===== src/rtl/gerador_de_pulsos.sv =====
// gerador_de_pulsos: emits a burst of N_PULSOS clean pulses on line a, line b,
// or both, after a one-cycle start command. ocupado covers the whole burst and
// pronto strobes once in the first idle cycle after it.
module gerador_de_pulsos #(
  parameter int N_PULSOS   = 3,
  parameter int LARG_ALTO  = 1,
  parameter int LARG_BAIXO = 1,
  parameter int GAP_FIM    = 2,
  parameter int W_CNT      = 4
) (
  input  logic clk,
  input  logic reset,
  input  logic start,
  input  logic sel,
  input  logic ambos,
  output logic a,
  output logic b,
  output logic ocupado,
  output logic pronto
);

  typedef enum logic [1:0] {
    OCIOSO = 2'd0,
    ALTO   = 2'd1,
    BAIXO  = 2'd2,
    FIM    = 2'd3
  } estado_t;

  localparam logic [W_CNT-1:0] C_N     = W_CNT'(N_PULSOS);
  localparam logic [W_CNT-1:0] C_ALTO  = W_CNT'(LARG_ALTO);
  localparam logic [W_CNT-1:0] C_BAIXO = W_CNT'(LARG_BAIXO);
  localparam logic [W_CNT-1:0] C_FIM   = W_CNT'(GAP_FIM);

  estado_t          estado, prox;
  logic [W_CNT-1:0] wcnt;      // cycles spent in the current state, 1-based
  logic [W_CNT-1:0] pcnt;      // index of the pulse being generated, 1-based
  logic             sel_q, ambos_q;
  logic             sel_prox, ambos_prox;

  // Next-state logic; sel/ambos are captured only when a burst is launched.
  always_comb begin
    // NOTE: every comb output gets a default first so no path can infer a latch.
    prox       = estado;
    sel_prox   = sel_q;
    ambos_prox = ambos_q;
    case (estado)
      OCIOSO: if (start) begin
        prox       = ALTO;
        sel_prox   = sel;
        ambos_prox = ambos;
      end
      ALTO:    if (wcnt == C_ALTO)  prox = (pcnt < C_N) ? BAIXO : FIM;
      BAIXO:   if (wcnt == C_BAIXO) prox = ALTO;
      FIM:     if (wcnt == C_FIM)   prox = OCIOSO;
      default: prox = OCIOSO;
    endcase
  end

  // State, counters and registered outputs, all updated on the same edge.
  always_ff @(posedge clk) begin
    // NOTE: sequential state uses non-blocking assignments so every flop sees pre-edge values.
    if (reset) begin
      estado  <= OCIOSO;
      wcnt    <= '0;
      pcnt    <= '0;
      sel_q   <= 1'b0;
      ambos_q <= 1'b0;
      a       <= 1'b0;
      b       <= 1'b0;
      ocupado <= 1'b0;
      pronto  <= 1'b0;
    end else begin
      estado  <= prox;
      sel_q   <= sel_prox;
      ambos_q <= ambos_prox;

      // Width counter reloads on every state entry and rests at 0 while idle.
      if (prox != estado)       wcnt <= W_CNT'(1);
      else if (estado == OCIOSO) wcnt <= '0;
      else                       wcnt <= wcnt + W_CNT'(1);

      if (estado == OCIOSO && prox == ALTO)     pcnt <= W_CNT'(1);
      else if (estado == BAIXO && prox == ALTO) pcnt <= pcnt + W_CNT'(1);

      // Outputs are decoded from the next state so they line up with it.
      a       <= (prox == ALTO) && (ambos_prox || !sel_prox);
      b       <= (prox == ALTO) && (ambos_prox ||  sel_prox);
      ocupado <= (prox != OCIOSO);
      pronto  <= (estado == FIM) && (prox == OCIOSO);
    end
  end

endmodule


===== config.mk =====
export PLATFORM = sky130hd
export DESIGN_NAME = gerador_de_pulsos
export DESIGN_NICKNAME = d
export VERILOG_FILES = /design/src/rtl/gerador_de_pulsos.sv
export SDC_FILE = /design/constraint.sdc
export NUM_CORES = 1
export LEC_CHECK = 0
export ABC_AREA = 1
export CAP_MARGIN = 15
export CELL_PAD_IN_SITES_DETAIL_PLACEMENT = 0
export CELL_PAD_IN_SITES_GLOBAL_PLACEMENT = 1
export CORE_UTILIZATION = 34
export DETAILED_ROUTE_END_ITERATION = 16
export PLACE_DENSITY = 0.72
export SYNTH_ARGS = -nofsm -noshare
export SYNTH_HDL_FRONTEND = slang
export SYNTH_SLANG_ARGS = --single-unit

===== constraint.sdc =====
create_clock -name clk -period 1.1 [get_ports clk]
set_clock_uncertainty 0.1 [all_clocks]
set_input_delay 0.165 -clock clk [delete_from_list [all_inputs] [get_ports clk]]
set_output_delay 0.165 -clock clk [all_outputs]
set_load 0.05 [all_outputs]

==> qor.csv <==
stage,metric,value,unit
routing,drt-initial-drc-count,9,
clocking,cts.sinks,16,
power,leakage,0.601,nW
sta,hold_violations,0,
status,violations,negative setup slack,
finish,utilization,63.2,%
floorplanning,start_util,37.8,%
worst_hold_path,hp-class,register to register,
routing,wl_per_cell,10.6,um
sta,rsz0062_at_grt,yes,
synthesis,synthFlopType,dfxtp_1,
setup_path,regToRegSetupSlack,-0.20,ns
setup_path,start_kind,register,
global_routing,antenna_found_initial,0,
finish,antennaDiodeCount,0,
place,dpl.hpwl,1280,um
global_routing,met1_usage,18.6,%
global_routing,grt_pass1_wl,2820,um
global_routing,grt.overflow.total,0,
floorplanning,die_height,49.9,um
place,place_congestion,0.822,
sta,slew_headroom,86.8,%
power,vdd_ir_drop_max,0.947,mV
floorplanning,die-area,2490,sq um
global_routing,grt_pass1_vias,694,
global_routing,grtUsageMet2,25.2,%
clocking,cts_buffers,3,
setup_path,worstPathMaxFanout,4,
routing,ant_nets,0,
sta,setup_slack,-0.197,ns
synthesis,synthTopCellsByCount,"24 x nand2_1, 18 x inv_1, 16 x dfxtp_1, 11 x nor2_1, 7 x nand3_1",
synthesis,synth_edf_count,0,
synthesis,synth.net_count,114,
finish,nets,152,
sta,drv_slew,0,
synthesis,synthCells,105,
global_routing,grt_usage,14.8,%
global_routing,grt_max_degree,10,
sta,setup_violations,14,
power,p_per_area,1260,nW/um^2
routing,drc,0,
routing,wl,1790,um
sta,final.period_utilization,118,%
floorplanning,core_area,2060,sq um
clocking,clk_path_buf_depth,2,
floorplanning,io_pins,9,
synthesis,yosysWarningCount,0,
setup_path,cp.required,1.22,ns
setup_path,crit_path_end_kind,register,
sta,fin_crit,1.30,ns
finish,layout-drive-gt1-share,52.8,%
global_routing,use_met3,2.78,%
synthesis,synth_area,779,sq um
synthesis,yosysMostFrequentCell,nand2_1,
floorplanning,rows,16,
flow_run,cap_violations,0,
routing,drt_pass1_iterations,4,
sta,tightest_slew,0.197,ns
synthesis,ys_types,21,
synthesis,netlist.area_leader.share,41.1,%
place,pre_cts_ws,-0.269,ns
synthesis,yosysTopAreaCell,dfxtp_1,
setup_path,cp_data_arrival_time,1.41,ns
routing,routed_via_density,4.35,
global_routing,top_usage_layer,met2,
status,outcome,"finished, violations left",
clocking,htree_num_levels,1,
clocking,clk_pin_slew,0.10,ns
sta,fmax,771,MHz
floorplanning,die_w,49.9,um
finish,syn_to_final_growth,67.3,%
synthesis,synthTopCellsByArea,"dfxtp_1 41%, nand2_1 12%, inv_1 8.7%",
sta,hold_slack,0.414,ns
synthesis,avgSynthCellArea,7.42,sq um
synthesis,ys_ff_latch,16,
place,port_buffers,8,
synthesis,yosysSeqAreaShare,41.1,%
clocking,cts_tree,done,
synthesis,synth-async-reset-ratio,0,%
routing,num_vias,735,
setup_path,crit_type,register to register,
clocking,cts_root_buf,clkbuf_4,
clocking,clk_latency,0.28,ns
sta,tns,-2.22,ns
## layout make-up
class	count	area [sq um]
Inverter	21	83.8
Clock buffer	4	36.3
Timing Repair Buffer	33	312
Tap cell	27	33.8
Fill cell	175	758
Sequential cell	16	333
Multi-Input combinational cell	68	505
## cells in the final DEF, fill, tap and decap left out, types with 3 or more instances in the layout
cell	Yosys	routed
nand3_4	1	3
nand2_1	24	15
nand3_1	7	5
dfxtp_1	16	10
dfxtp_2	0	4
nor2_4	0	4
inv_1	18	13
nor2_1	11	9
buf_12	0	4
nand2_4	1	3
buf_4	0	24
inv_2	3	6
nand2_2	1	8
clkbuf_4	0	3
clkdlybuf4s50_1	0	4
## cells by family after synthesis
kind of cell	count (synthesis)	synth area share, %
flops	16	41.1
fa+ha+maj	4	6.42
compound gates	7	4.97
buf+inv	21	10.1
simple gates	54	34.0
xor+xnor	3	3.37
## where the power goes
part	switching [mW]	internal (mW)
combinational	0.289	0.276
clock	0.189	0.201
sequential	0.0457	0.635
total	0.525	1.11
## stage by stage
stage	area, sq um	cells	total power [mW]
2_1_floorplan	806	105	0.942
3_3_place_gp	1110	160	1.16
3_5_place_dp	1110	160	1.17
4_1_cts	1200	164	1.59
5_1_grt	1300	169	1.73
6_report	1300	169	1.64
## routing by layer
| metal | wire, um | share of wire, % |
|---|---|---|
| met3 | 31 | 1.7 |
| met4 | 10 | 0.56 |
| met1 | 831 | 47 |
| met5 | 0 | 0 |
| met2 | 912 | 51 |
## worst max-delay path, cell delays in order, from the launching register on
cell     delay (ns)
dfxtp_4        0.38
inv_2          0.04
nor2_4         0.13
nand3_4        0.11
buf_4          0.17
o21ai_1        0.12
nor3b_2        0.18
## worst paths after layout
kind,start,endpoint,depth (start not counted)
hold / removal,pcnt[3],pcnt[3],2
setup / recovery,estado[1],pcnt[2],6
setup reg to reg,estado[1],pcnt[2],6
hold reg to reg,pcnt[3],pcnt[3],2
## repair_timing
action,CTS,global route
hold buffers,0,0
setup buffers,0,5
pin swaps,7,8
gates cloned,0,0
endpoints found under the setup margin,15,17
gates resized for setup,16,18
## flip-flops by register name, indices dropped and copies added (netlist names)
name	cells
a	1
wcnt	4
b	1
sel_q	1
estado	2
pcnt	4
pronto	1
ambos_q	1
ocupado	1
No activity file was read; power rests on OpenSTA's default activity.
